[src/rtl/cnnpr_mem_pkg.sv]
// Shared constants, entry field offsets and reader FSM encoding for the block-column cache.
// Each 162-bit entry packs two 80-bit column lanes plus one help flag per lane.
package cnnpr_mem_pkg;
   localparam int DATA_WIDTH   = 8;
   localparam int BLOCK_WIDTH  = 10;
   localparam int BLOCK_HEIGTH = 10;
   localparam int NUM_BLOCK_H  = 4;
   localparam int LANE_WIDTH   = DATA_WIDTH * BLOCK_WIDTH;
   localparam int CACHE_WIDTH  = 2 * LANE_WIDTH + 2;

   localparam int HELP_HI = 161;
   localparam int HELP_LO = 160;
   localparam int HI_MSB  = 159;
   localparam int LO_MSB  = 79;

   localparam int ROW_W = $clog2(BLOCK_HEIGTH);
   localparam int IDX_W = $clog2(NUM_BLOCK_H);

   typedef logic [LANE_WIDTH-1:0] lane_t;

   typedef enum logic [1:0] {
      IDLE    = 2'd0,
      FETCH   = 2'd1,
      LOAD    = 2'd2,
      PRESENT = 2'd3
   } rd_state_t;
endpackage

[src/rtl/cache_reader_if.sv]
// Cache-pop side plus the two column-lane handshakes and block/fmap status of the reader.
// master = cache_reader, slave = cache/PE-array/scheduler side.
interface cache_reader_if;
   import cnnpr_mem_pkg::*;

   logic                   empty;
   logic                   read_req;
   logic [CACHE_WIDTH-1:0] data_in;
   lane_t                  lo_data;
   lane_t                  hi_data;
   logic                   lo_help;
   logic                   hi_help;
   logic                   lo_valid;
   logic                   hi_valid;
   logic                   lo_ready;
   logic                   hi_ready;
   logic                   lo_block_done;
   logic                   hi_block_done;
   logic [IDX_W-1:0]       lo_blk_idx;
   logic [IDX_W-1:0]       hi_blk_idx;
   logic                   fmap_done;

   modport master (
      input  empty, data_in, lo_ready, hi_ready,
      output read_req, lo_data, hi_data, lo_help, hi_help, lo_valid, hi_valid,
             lo_block_done, hi_block_done, lo_blk_idx, hi_blk_idx, fmap_done
   );

   modport slave (
      output empty, data_in, lo_ready, hi_ready,
      input  read_req, lo_data, hi_data, lo_help, hi_help, lo_valid, hi_valid,
             lo_block_done, hi_block_done, lo_blk_idx, hi_blk_idx, fmap_done
   );
endinterface

[src/rtl/cache_lane_out.sv]
// One column lane: holds a loaded word until accepted (valid drops the cycle after valid&ready),
// counts own/helped rows and pulses block_done one cycle after an own block's last row is accepted.
module cache_lane_out
   import cnnpr_mem_pkg::*;
(
   input  logic             clk,
   input  logic             rst_n,
   input  logic             clk_en,
   input  logic             load,
   input  lane_t            din,
   input  logic             help_in,
   input  logic             ready,
   output lane_t            data,
   output logic             help,
   output logic             valid,
   output logic             block_done,
   output logic [IDX_W-1:0] blk_idx,
   output logic             fmap_wrap
);
   logic             accept;
   logic             row_last;
   logic             help_last;
   logic             idx_last;
   logic [ROW_W-1:0] row_cnt;
   logic [ROW_W-1:0] help_cnt;

   assign accept    = clk_en & valid & ready;
   assign row_last  = (row_cnt  == ROW_W'(BLOCK_HEIGTH - 1));
   assign help_last = (help_cnt == ROW_W'(BLOCK_HEIGTH - 1));
   assign idx_last  = (blk_idx  == IDX_W'(NUM_BLOCK_H - 1));
   assign fmap_wrap = accept & ~help & row_last & idx_last;

   always_ff @(posedge clk or negedge rst_n) begin
      if (!rst_n) begin
         data  <= '0;
         help  <= 1'b0;
         valid <= 1'b0;
      end else if (load) begin
         data  <= din;
         help  <= help_in;
         valid <= 1'b1;
      end else if (accept) begin
         valid <= 1'b0;
      end
   end

   // Helped rows belong to the partner block, so they never advance row_cnt or blk_idx.
   always_ff @(posedge clk or negedge rst_n) begin
      if (!rst_n) begin
         row_cnt  <= '0;
         help_cnt <= '0;
         blk_idx  <= '0;
      end else if (accept) begin
         if (help) begin
            help_cnt <= help_last ? '0 : help_cnt + 1'b1;
         end else begin
            row_cnt <= row_last ? '0 : row_cnt + 1'b1;
            if (row_last) begin
               blk_idx <= idx_last ? '0 : blk_idx + 1'b1;
            end
         end
      end
   end

   always_ff @(posedge clk or negedge rst_n) begin
      if (!rst_n) begin
         block_done <= 1'b0;
      end else if (clk_en) begin
         block_done <= accept & ~help & row_last;
      end
   end
endmodule

[src/rtl/cache_reader.sv]
// Pops one cache entry per FETCH/LOAD/PRESENT round (>= 3 cycles) and splits it into two lanes;
// the next pop waits until both lanes have accepted, and fmap_done pulses once both lanes wrap blk_idx.
module cache_reader
   import cnnpr_mem_pkg::*;
(
   input  logic           clk,
   input  logic           rst_n,
   input  logic           clk_en,
   cache_reader_if.master bus
);
   rd_state_t state;
   rd_state_t state_nxt;
   logic      load;
   logic      lo_clear;
   logic      hi_clear;
   logic      lo_wrap;
   logic      hi_wrap;
   logic      lo_stk;
   logic      hi_stk;

   assign lo_clear = ~bus.lo_valid | bus.lo_ready;
   assign hi_clear = ~bus.hi_valid | bus.hi_ready;

   always_ff @(posedge clk or negedge rst_n) begin
      if (!rst_n) begin
         state <= IDLE;
      end else if (clk_en) begin
         state <= state_nxt;
      end
   end

   // FETCH only advances on an actual pop, so an empty cache never loses a slot.
   always_comb begin
      state_nxt = state;
      case (state)
         IDLE:    if (!bus.empty) state_nxt = FETCH;
         FETCH:   if (!bus.empty) state_nxt = LOAD;
         LOAD:    state_nxt = PRESENT;
         PRESENT: if (lo_clear && hi_clear) state_nxt = bus.empty ? IDLE : FETCH;
         default: state_nxt = IDLE;
      endcase
   end

   always_comb begin
      bus.read_req = 1'b0;
      load         = 1'b0;
      if (clk_en) begin
         bus.read_req = (state == FETCH) && !bus.empty;
         load         = (state == LOAD);
      end
   end

   cache_lane_out u_lo (
      .clk        (clk),
      .rst_n      (rst_n),
      .clk_en     (clk_en),
      .load       (load),
      .din        (bus.data_in[LO_MSB:0]),
      .help_in    (bus.data_in[HELP_LO]),
      .ready      (bus.lo_ready),
      .data       (bus.lo_data),
      .help       (bus.lo_help),
      .valid      (bus.lo_valid),
      .block_done (bus.lo_block_done),
      .blk_idx    (bus.lo_blk_idx),
      .fmap_wrap  (lo_wrap)
   );

   cache_lane_out u_hi (
      .clk        (clk),
      .rst_n      (rst_n),
      .clk_en     (clk_en),
      .load       (load),
      .din        (bus.data_in[HI_MSB:LO_MSB+1]),
      .help_in    (bus.data_in[HELP_HI]),
      .ready      (bus.hi_ready),
      .data       (bus.hi_data),
      .help       (bus.hi_help),
      .valid      (bus.hi_valid),
      .block_done (bus.hi_block_done),
      .blk_idx    (bus.hi_blk_idx),
      .fmap_wrap  (hi_wrap)
   );

   // fmap_done is visible while both sticky bits are set; the next enabled edge clears them.
   always_ff @(posedge clk or negedge rst_n) begin
      if (!rst_n) begin
         lo_stk <= 1'b0;
         hi_stk <= 1'b0;
      end else if (clk_en) begin
         lo_stk <= (lo_stk & ~bus.fmap_done) | lo_wrap;
         hi_stk <= (hi_stk & ~bus.fmap_done) | hi_wrap;
      end
   end

   assign bus.fmap_done = lo_stk & hi_stk;
endmodule

[src/flat_wrapper.sv]
// flat-port wrapper written by rule: the top's interface ports become plain ports
module cache_reader_flat import cnnpr_mem_pkg::*;
  (clk, rst_n, clk_en, bus_empty, bus_data_in, bus_lo_ready, bus_hi_ready, bus_read_req, bus_lo_data, bus_hi_data, bus_lo_help, bus_hi_help, bus_lo_valid, bus_hi_valid, bus_lo_block_done, bus_hi_block_done, bus_lo_blk_idx, bus_hi_blk_idx, bus_fmap_done);
  cache_reader_if bus_i ();
  input  logic clk;
  input  logic rst_n;
  input  logic clk_en;
  input wire logic [$bits(bus_i.empty)-1:0] bus_empty;
  input wire logic [$bits(bus_i.data_in)-1:0] bus_data_in;
  input wire logic [$bits(bus_i.lo_ready)-1:0] bus_lo_ready;
  input wire logic [$bits(bus_i.hi_ready)-1:0] bus_hi_ready;
  output wire logic [$bits(bus_i.read_req)-1:0] bus_read_req;
  output wire logic [$bits(bus_i.lo_data)-1:0] bus_lo_data;
  output wire logic [$bits(bus_i.hi_data)-1:0] bus_hi_data;
  output wire logic [$bits(bus_i.lo_help)-1:0] bus_lo_help;
  output wire logic [$bits(bus_i.hi_help)-1:0] bus_hi_help;
  output wire logic [$bits(bus_i.lo_valid)-1:0] bus_lo_valid;
  output wire logic [$bits(bus_i.hi_valid)-1:0] bus_hi_valid;
  output wire logic [$bits(bus_i.lo_block_done)-1:0] bus_lo_block_done;
  output wire logic [$bits(bus_i.hi_block_done)-1:0] bus_hi_block_done;
  output wire logic [$bits(bus_i.lo_blk_idx)-1:0] bus_lo_blk_idx;
  output wire logic [$bits(bus_i.hi_blk_idx)-1:0] bus_hi_blk_idx;
  output wire logic [$bits(bus_i.fmap_done)-1:0] bus_fmap_done;
  assign bus_i.empty = bus_empty;
  assign bus_i.data_in = bus_data_in;
  assign bus_i.lo_ready = bus_lo_ready;
  assign bus_i.hi_ready = bus_hi_ready;
  assign bus_read_req = bus_i.read_req;
  assign bus_lo_data = bus_i.lo_data;
  assign bus_hi_data = bus_i.hi_data;
  assign bus_lo_help = bus_i.lo_help;
  assign bus_hi_help = bus_i.hi_help;
  assign bus_lo_valid = bus_i.lo_valid;
  assign bus_hi_valid = bus_i.hi_valid;
  assign bus_lo_block_done = bus_i.lo_block_done;
  assign bus_hi_block_done = bus_i.hi_block_done;
  assign bus_lo_blk_idx = bus_i.lo_blk_idx;
  assign bus_hi_blk_idx = bus_i.hi_blk_idx;
  assign bus_fmap_done = bus_i.fmap_done;
  cache_reader u_core (.clk(clk), .rst_n(rst_n), .clk_en(clk_en), .bus(bus_i));
endmodule
[config.mk]
export PLATFORM = sky130hd
export DESIGN_NAME = cache_reader_flat
export DESIGN_NICKNAME = d
export VERILOG_FILES = /design/src/rtl/cnnpr_mem_pkg.sv /design/src/rtl/cache_reader_if.sv /design/src/rtl/cache_lane_out.sv /design/src/rtl/cache_reader.sv /design/src/flat_wrapper.sv
export SDC_FILE = /design/constraint.sdc
export NUM_CORES = 1
export LEC_CHECK = 0
export BUFFER_PORTS_ARGS = -buffer_cell sky130_fd_sc_hd__buf_2
export CAP_MARGIN = 5
export CORE_MARGIN = 10
export CORE_UTILIZATION = 30
export DETAILED_ROUTE_END_ITERATION = 8
export PLACE_DENSITY = 0.56
export SLEW_MARGIN = 20
export SYNTH_ARGS = -nofsm -noshare
export SYNTH_HDL_FRONTEND = slang
export SYNTH_HIERARCHICAL = 1
export SYNTH_SLANG_ARGS = --single-unit
export TNS_END_PERCENT = 1
[constraint.sdc]
create_clock -name clk -period 3 [get_ports clk]
set_clock_uncertainty 0.2 [all_clocks]
set_input_delay 0.15 -clock clk [delete_from_list [all_inputs] [get_ports clk]]
set_output_delay 0.15 -clock clk [all_outputs]
set_load 0.02 [all_outputs]
Word level (Yosys, flattened, before mapping)
Index checks and enable logic that the tools add are counted.
{"block": "totals", "ramBits": 0, "word_cells": 77, "out_inout_bits": 172, "mem_bits_ro": 0, "latch_bits": 0, "register_bits": 182, "n_memories": 0}
{"block": "op_classes", "bitwise": 22, "n_div": 0, "n_shift": 0, "addsub": 4, "mux": 15, "order_cmp": 0, "n_eq_ne": 10, "reduce_logical": 11, "mul": 0}
{"operator": "1-bit bitwise AND", "count": 13}
{"operator": "2-bit 2-to-1 mux", "count": 5}
{"operator": "4-bit by 1-bit adder with 4-bit output (second input constant)", "count": 2}
{"operator": "2-bit == test (second input constant)", "count": 4}
{"operator": "4-bit == test (second input constant)", "count": 2}
{"operator": "4-bit 2-to-1 mux", "count": 2}
{"operator": "2-bit case mux with 4 select lines", "count": 1}
{"operator": "1-bit 2-to-1 mux", "count": 7}
{"operator": "3-bit AND reduction", "count": 2}
{"operator": "1-bit NOT", "count": 5}
{"operator": "2-bit by 1-bit adder with 2-bit output (second input constant)", "count": 2}
{"operator": "2-bit inequality test (second input constant)", "count": 2}
{"operator": "1-bit OR", "count": 4}
{"operator": "2-bit AND reduction", "count": 2}
{"operator": "4-bit AND reduction", "count": 1}
{"operator": "2-bit nonzero test", "count": 2}
{"operator": "2-bit by 1-bit == test with 1-bit output (second input constant)", "count": 1}
{"operator": "1-bit logical AND", "count": 2}
{"operator": "2-bit zero test", "count": 1}
{"operator": "2-bit by 1-bit inequality test with 1-bit output (second input constant)", "count": 1}
{"operator": "1-bit zero test", "count": 1}

Longest topological paths before layout
Gate-level depths: netlist (run 1).
{"block": "logic_depth", "word_depth": 6, "depth_mapped": 6, "mapped_depth_nobuf": 5}

By module
Netlist (run 1), hierarchy kept.
{"module": "cache_lane_out", "seq_area_each_um2": 2227.1, "n_inst": 2, "cells_each": 204, "area_per_inst_um2": 3388.2}
{"module": "cache_reader", "seq_area_each_um2": 100.1, "n_inst": 1, "cells_each": 29, "area_per_inst_um2": 292.8}

Least setup slack after synthesis (run 1)
Ideal clock, no wire load.
{"block": "synth_timing", "kind": "register -> register", "startpoint": "reg u_core.state[0]", "endpoint": "reg u_core.u_hi.data[0]", "required_ns": 2.675, "n_path_buf": 2, "setup_slack_ns": 1.208, "arrival_ns": 1.467, "stages_incl_launch_ff": 7, "setup_time_ns": 0.125, "synth_period_minus_slack_ns": 1.792, "cell_sequence": "dfrtp_1 > inv_1 > ha_1 > and2_1 > buf_2 > buf_2 > mux2_2"}
{"block": "synth_between", "elab_chain_cells": 2}
{"item": "start, declared", "line_no": "cache_reader.sv:11", "source": "rd_state_t state;"}
{"item": "start signal, assigned", "line_no": "cache_reader.sv:28", "source": "state <= state_nxt;"}
{"item": "2-bit == test", "line_no": "cache_reader.sv:49", "source": "load = (state == LOAD);"}
{"item": "1-bit 2-to-1 mux", "line_no": "cache_reader.sv:47", "source": "if (clk_en) begin"}
{"item": "via u_core.load", "line_no": "cache_reader.sv:13", "source": "logic load;"}
{"item": "end signal, assigned", "line_no": "cache_lane_out.sv:39", "source": "data <= din;"}
{"item": "end, declared", "line_no": "cache_lane_out.sv:13", "source": "output lane_t data,"}
The timed path passes the listed nets, and every way through them passes these cells.
A chain may end at the register's enable or synchronous reset.

Final worst setup path (run 1)
{"block": "layout_timing", "startpoint": "reg u_core.state[0]", "endpoint": "reg u_core.u_lo.data[44]"}
{"block": "layout_between", "elab_chain_cells": 2}
{"item": "2-bit == test", "line_no": "cache_reader.sv:49"}
{"item": "1-bit 2-to-1 mux", "line_no": "cache_reader.sv:47"}
{"item": "via u_core.load", "line_no": "cache_reader.sv:13"}
{"item": "end signal, assigned", "line_no": "cache_lane_out.sv:39"}
{"item": "end, declared", "line_no": "cache_lane_out.sv:13"}
The timed path passes the listed nets, and every way through them passes these cells.

==> impl_results.md, run 1 <==
* Number of hold violations in the final report at 0
* Maxcap violations at 0
* Total GRT Usage at 14.48%
* Core Box Area at 23330 um^2
* Hold WC Path Type: in2async
* Initial antenna violation count at 0
* Slew @ Worst Pin at 0.4818 ns
* Period utilization at 72.78%
* Placement Setup Slack at 0.8306 ns
* Commonest cells after routing, fill and taps aside: buf_2, dfrtp_1, dlygate4sd3_1, mux2_2, clkbuf_16
* Root Driver: clkbuf_16
* Num CTS Buffers at 17
* Hold slack at 0.05959 ns
* H-tree levels at 4
* CP startpoint kind: flop
* CTS tree: yes
* Final Util at 49.20%
* Final Net Count at 1128
* Worst-skew pair later-pin latency at 0.42 ns
* Total die area at 30100 um^2
* Die Ht at 173.5 um
* PortBufs at 339
* Worst Slack Setup Final at 0.8165 ns
* RePlAce Congestion at 0.7366
* Pins over their slew limit at 0
* Total negative setup slack at 0 ns
* Clk buf depth at 2
* Ranking of synthesized cells by area: dfrtp_1, mux2_2, buf_2
* Cell Area, Synth at 7069 um^2
* Placed inst area at 9216 um^2
* Pleak at 5.483 nW
* # placed instances at 1086
* Vias at 5449
* Syn nets at 612
* PD cells at 1028 nW/um^2
* WP data required at 3.10 ns
* Post-route DRC at 0
* Share of cells above drive strength 1 at 57.56%
* WL per Instance at 17.22 um
* Post-CTS Setup Inserts at 0
* Leading area contributor after synthesis: dfrtp_1
* Total Power at 11.80 mW
* Die Wd at 173.5 um
* Area Overhead vs Synth at 62.37%
* Vias in the first global route at 6236
* Max frequency at 458.0 MHz
* Setup Crit Path Kind: reg2reg
* Reg clk slew, reported paths at 0.08 ns
* Reg area at 4554 um^2
* Pre-antenna DRT Iters at 4
* Initial Util at 30.30%
* Routed Antenna Nets at 0
* Routed WL at 22130 um
* VDD IR max at 0.5064 mV
* DR vias/cell at 4.240
* Distinct cell type count after synthesis at 28
* Flops & latches, synth at 182
* CP Max Fanout at 39
* FP Rows at 56
* Tmin final at 2.183 ns
* Status: finished, final reports clean
* Slew margin rel. at 67.88%
* First-pass GRT wire length at 35100 um
* Inserted Diodes at 0
* Share of the synthesized area in the top cell type at 64.42%
* # IOs at 340
* Grt ovf at 0
* Clock Sinks at 182
* Post-synthesis sequential area ratio at 64.42%
* WP data arrival at 2.28 ns
* Crit end category: flop
* Hpwl dp at 15260 um
* Unrepaired setup endpoints after global routing: false
* Multi-input gate area at 2409 um^2
* DRT iter0 DRCs at 243
* Fillers at 2063
* Pin count of the biggest net entering global routing at 75
* Final Cell Area at 11480 um^2
* Syn_area_per_cell at 16.18 um^2
* Syn. warnings at 6
* Final Non-Filler Cells at 1285
* Commonest non-fill, non-tap cell in the layout: buf_2
* Post-Syn Instances at 437
* Final setup violation count at 0
[repair_timing]
| item | in CTS | in global routing |
|---|---|---|
| endpoints found under the hold margin | 329 | 0 |
| gates resized for setup | 0 | 0 |
| hold buffers | 167 | 0 |
| setup endpoints to repair | 0 | 0 |
[critical path, cell delays in order, from the launching register on]
cell     delay (ns)
dfrtp_1        0.42
inv_1          0.13
ha_1           0.16
and2_4         0.44
buf_12         0.28
mux2_2         0.38
[where the power goes]
part / leakage (nW) / switching, mW / internal, mW
Combinational: 3.01 / 2.91 / 2.31
Sequential: 2.18 / 0.669 / 3.68
Clock: 0.290 / 1.06 / 1.19
Total: 5.48 / 4.63 / 7.17
[synth_stat cells]
cell type	number
and2_1	2
a21oi_1	1
mux2_4	5
nor4bb_1	2
nor2_1	4
buf_2	18
xnor2_1	4
nor2b_1	4
and3_1	1
mux2_2	164
nand3b_1	2
and3_4	1
nand3_1	4
and4b_4	4
a22o_1	2
nand4b_1	4
a31oi_1	1
inv_1	5
o21ai_1	1
o21ai_0	3
a21o_2	2
dfrtp_1	182
a21o_1	4
ha_1	7
a211oi_1	1
nand2_1	6
o21a_1	1
nand2b_1	2
[final cells by class]
cell class | count | share of cell area (%)
flip-flops and latches | 182 | 39.68
repair buffers | 515 | 30.55
multi-input cells | 232 | 20.98
clock buffers | 18 | 3.739
well taps | 319 | 3.477
clock inverters | 14 | 1.406
inverters | 5 | 0.1635
[per-layer routing]
layer | track usage, % | share of wire (%) | vias to the layer above
met5 | 0 | 0 | -
met4 | 4.456 | 1.8 | 0
met3 | 5.249 | 7.3 | 22
met2 | 26.74 | 54 | 176
met1 | 14.90 | 37 | 2665
li1 | - | - | 2586
[path summary, 6_finish.rpt]
check	startpoint	to	slack, ns	cells past startpoint
worst max-delay path	u_core/state[0]$_DFFE_PN0P_	u_core/u_lo/data[44]$_DFFE_PN0P_	0.82	5
worst min-delay path	rst_n	u_core/u_hi/data[66]$_DFFE_PN0P_	0.06	2
max in group asynchronous	rst_n	u_core/u_lo/data[78]$_DFFE_PN0P_	1.74	3
worst max register to register	u_core/state[0]$_DFFE_PN0P_	u_core/u_lo/data[44]$_DFFE_PN0P_	0.82	5
min in group clk	bus_data_in[80]	u_core/u_hi/data[0]$_DFFE_PN0P_	0.29	3
worst min register to register	u_core/u_lo/block_done$_DFFE_PN0P_	u_core/u_lo/block_done$_DFFE_PN0P_	0.30	1
[kinds of logic (layout without fill, tap and decap cells)]
kind of cell | after synthesis | in the layout | synth area share, %
AO/OA/AOI/OAI | 16 | 16 | 1.575
flip-flops | 182 | 182 | 64.42
multiplexers | 169 | 169 | 27.19
buffers and inverters | 23 | 552 | 1.540
AND/OR/NAND/NOR | 36 | 36 | 3.540
adder cells (fa/ha/maj) | 7 | 7 | 1.239
XOR/XNOR | 4 | 4 | 0.4955
[flip-flops by register name, indices dropped and copies added (netlist names)]
register and cells:
u_core/state 2, u_core/lo_stk 1, u_core/u_hi/data 80, u_core/u_lo/help 1
u_core/u_hi/blk_idx 2, u_core/hi_stk 1, u_core/u_lo/valid 1, u_core/u_hi/valid 1
u_core/u_hi/help 1, u_core/u_lo/block_done 1, u_core/u_lo/data 80, u_core/u_lo/row_cnt 4
u_core/u_lo/blk_idx 2, u_core/u_hi/row_cnt 4, u_core/u_hi/block_done 1
Note: power is estimated with default switching activity, not from simulation.
==> run 2: changes to the inputs <==
--- a/config.mk
+++ b/config.mk
@@ -5,6 +5,7 @@
 export SDC_FILE = /design/constraint.sdc
 export NUM_CORES = 1
 export LEC_CHECK = 0
+export ABC_AREA = 1
 export BUFFER_PORTS_ARGS = -buffer_cell sky130_fd_sc_hd__buf_2
 export CAP_MARGIN = 5
 export CORE_MARGIN = 10
==> constraint.sdc (replaced) <==
create_clock -name clk -period 2.3 [get_ports clk]
set_clock_uncertainty 0.2 [all_clocks]
set_input_delay 0.115 -clock clk [delete_from_list [all_inputs] [get_ports clk]]
set_output_delay 0.115 -clock clk [all_outputs]
set_load 0.02 [all_outputs]
==> run 2 against run 1 <==
Critical path depth grew 3. Combinational power grew 19%. Count of clock-buffer cells in the layout shrank 1. Synthesized cell count grew 92%. Power grew 24%. First-iteration DRC count grew 69%. Register-to-register slack lost 0.43 ns. Via count grew 31%. Sequential share of layout area shrank 0.72 points. Setup slack lost 0.43 ns. Largest power group unchanged. Flip-flop and latch count is the same.
==> impl_results.md, run 2 <==
* Top flop regs: u_core/u_hi/data: 80 flops, u_core/u_lo/data: 80 flops (unchanged)
* Setup Crit Path Kind: reg2reg (unchanged)
* Syn. warnings at 6 (unchanged)
* Final setup violation count at 0 (unchanged)
* PD cells at 1249 nW/um^2 (was 1028 nW/um^2)
* Cell Area, Synth at 7325 um^2 (was 7069 um^2)
* Root Driver: clkbuf_16 (unchanged)
* Final Util at 48.36% (was 49.20%)
* First-pass GRT wire length at 40940 um (was 35100 um)
* Number of hold violations in the final report at 0 (unchanged)
* Flops & latches, synth at 182 (unchanged)
* FF-to-FF path depth at 8 (was 5)
* Leading area contributor after synthesis: dfrtp_1 (unchanged)
* Total die area at 31070 um^2 (was 30100 um^2)
* Final Net Count at 1518 (was 1128)
* Ranking of synthesized cells by area: dfrtp_1, nand2_1, buf_4 (was dfrtp_1, mux2_2, buf_2)
* Most common cell in the netlist: nand2_1 (was dfrtp_1)
* Hold slack at 0.1134 ns (was 0.05959 ns)
* Commonest cells after routing, fill and taps aside: nand2_1, buf_2, dfrtp_1, dlygate4sd3_1, inv_1 (was buf_2, dfrtp_1, dlygate4sd3_1, mux2_2, clkbuf_16)
* Period utilization at 83.04% (was 72.78%)
* CP Max Fanout at 52 (was 39)
* Placed inst area at 9390 um^2 (was 9216 um^2)
* Final Non-Filler Cells at 1681 (was 1285)
* Status: finished, final reports clean (unchanged)
* Maxcap violations at 0 (unchanged)
* Pre-antenna DRT Iters at 4 (unchanged)
* Share of the synthesized area in the top cell type at 62.18% (was 64.42%)
* Fillers at 2300 (was 2063)
* Crit end category: flop (unchanged)
* Total Power at 14.60 mW (was 11.80 mW)
* EDFF count, synth at 0 (unchanged)
* PortBufs at 339 (unchanged)
* Share of cells above drive strength 1 at 29.87% (was 57.56%)
* Area Overhead vs Synth at 59.62% (was 62.37%)
* Clock Sinks at 182 (unchanged)
* Unrepaired setup endpoints after global routing: false (unchanged)
* Placement Setup Slack at 0.4026 ns (was 0.8306 ns)
* Top cells by count, synth: nand2_1, dfrtp_1, inv_1 (was dfrtp_1, mux2_2, buf_2)
* Hpwl dp at 17860 um (was 15260 um)
* RePlAce Congestion at 0.8166 (was 0.7366)
* Reg2reg setup slack at 0.39 ns (was 0.82 ns)
* Reg clk slew, reported paths at 0.08 ns (about the same)
* Distinct cell type count after synthesis at 20 (was 28)
* Num CTS Buffers at 17 (unchanged)
* Post-Syn Instances at 838 (was 437)
* Post-synthesis sequential area ratio at 62.18% (was 64.42%)
* Die Wd at 176.3 um (was 173.5 um)
* Max frequency at 523.6 MHz (was 458.0 MHz)
* DR vias/cell at 4.242 (was 4.240)
* # placed instances at 1478 (was 1086)
* Vias at 7131 (was 5449)
* Reg2reg end: u_core/u_hi/data[37]$_DFFE_PN0P_ (was u_core/u_lo/data[44]$_DFFE_PN0P_)
* # IOs at 340 (unchanged)
* Pin count of the biggest net entering global routing at 98 (was 75)
* Clk buf depth at 2 (unchanged)
* Commonest non-fill, non-tap cell in the layout: nand2_1 (was buf_2)
* Initial antenna violation count at 1 (was 0)
* Syn_area_per_cell at 8.740 um^2 (was 16.18 um^2)
* DRT iter0 DRCs at 411 (was 243)
* Worst-skew pair later-pin latency at 0.42 ns (about the same)
* Slew @ Worst Pin at 0.7430 ns (was 0.4818 ns)
* Core Box Area at 24180 um^2 (was 23330 um^2)
* WP data required at 2.46 ns (was 3.10 ns)
* WP data arrival at 2.07 ns (was 2.28 ns)
* Die Ht at 176.3 um (was 173.5 um)
* Final Cell Area at 11690 um^2 (was 11480 um^2)
* CP startpoint kind: flop (unchanged)
* Pleak at 6.568 nW (was 5.483 nW)
* Syn nets at 1013 (was 612)
* Vias in the first global route at 7632 (was 6236)
* Pins over their slew limit at 0 (unchanged)
* CTS tree: yes (unchanged)
* Grt ovf at 0 (unchanged)
* Total negative setup slack at 0 ns (unchanged)
* Post-route DRC at 0 (unchanged)
* Hold WC Path Type: in2async (unchanged)
* WL per Instance at 15.62 um (was 17.22 um)
* Synth Flop Type: dfrtp_1 (unchanged)
* Tmin final at 1.910 ns (was 2.183 ns)
* Ys async rst share at 100.0% (unchanged)
* Routed WL at 26260 um (was 22130 um)
* Critical R2R Launch: u_core/state[0]$_DFFE_PN0P_ (unchanged)
* Initial Util at 30.30% (about the same)
* Total GRT Usage at 16.46% (was 14.48%)
* Slew margin rel. at 50.30% (was 67.88%)
* Worst Slack Setup Final at 0.3901 ns (was 0.8165 ns)
* Routed Antenna Nets at 0 (unchanged)
* Resize count post-CTS at 0 (unchanged)
* H-tree levels at 4 (unchanged)
* VDD IR max at 0.4935 mV (was 0.5064 mV)
* FP Rows at 57 (was 56)
==> run 2: changes by cell type after synthesis, moves of 8 or more <==
cell | before | now
buf_4 | 0 | 18
mux2_2 | 164 | 0
nand4_1 | 0 | 8
inv_1 | 5 | 24
nand2_1 | 6 | 526
==> run 2: worst max path at each step <==
stage / from / endpoint / slack [ns] / cells after the start
floorplan: u_core/state[0]$_DFFE_PN0P_ / u_core/u_hi/data[0]$_DFFE_PN0P_ / 0.79 / 8
global placement: u_core/state[0]$_DFFE_PN0P_ / u_core/u_hi/data[51]$_DFFE_PN0P_ / 0.45 / 8
detailed placement: u_core/state[0]$_DFFE_PN0P_ / u_core/u_hi/data[62]$_DFFE_PN0P_ / 0.40 / 8
CTS: u_core/state[0]$_DFFE_PN0P_ / u_core/u_hi/data[62]$_DFFE_PN0P_ / 0.39 / 8
global route: u_core/state[0]$_DFFE_PN0P_ / u_core/u_hi/data[51]$_DFFE_PN0P_ / 0.22 / 8
finish: u_core/state[0]$_DFFE_PN0P_ / u_core/u_hi/data[37]$_DFFE_PN0P_ / 0.39 / 8
==> run 2: cells by family (layout without fill, tap and decap cells) <==
logic type      Yosys count  in the layout  synth area share, %
flops                   182            182                62.18
compound gates           13             13               0.9908
xor+xnor                  4              4               0.4783
buf+inv                  62            580                4.373
simple gates            570            570                30.78
fa+ha+maj                 7              7                1.196
other cells               0              1                    0
==> run 2: repair_timing <==
| action | CTS | global route |
|---|---|---|
| setup buffers | 0 | 0 |
| hold buffers | 170 | 0 |
| hold endpoints to repair | 360 | 0 |
| setup endpoints to repair | 0 | 0 |
==> run 2: critical path, cell delays in order (launching register included) <==
cell and delay (ns):
dfrtp_1 0.42, inv_1 0.12, ha_1 0.21, nand2_1 0.10
inv_4 0.07, inv_2 0.06, buf_4 0.43, nand2_1 0.13
nand2_1 0.09
==> run 2: power by group <==
group          switching, mW  internal, mW
registers              0.849          4.62
clock network           1.45          1.46
logic                   4.16          2.06
==> run 2: final cells by class <==
cell class / instances / area [um^2] / area share [%]
diodes: 1 / 2.502 / 0.02140
clock buffers: 17 / 425.4 / 3.639
clock inverters: 15 / 161.4 / 1.381
inverters: 28 / 107.6 / 0.9204
multi-input cells: 594 / 2450 / 20.95
flip-flops and latches: 182 / 4554 / 38.96
well taps: 324 / 405.4 / 3.467
repair buffers: 520 / 3585 / 30.66
==> run 2: routing by layer <==
metal	up-vias	share of wire, %	GRT usage (%)	wire, um
li1	3544	-	-	-
met1	3367	39	18.28	10190
met2	174	54	29.62	14100
met3	46	4.1	3.780	1076
met4	0	3.4	6.888	884
met5	-	0	0	0
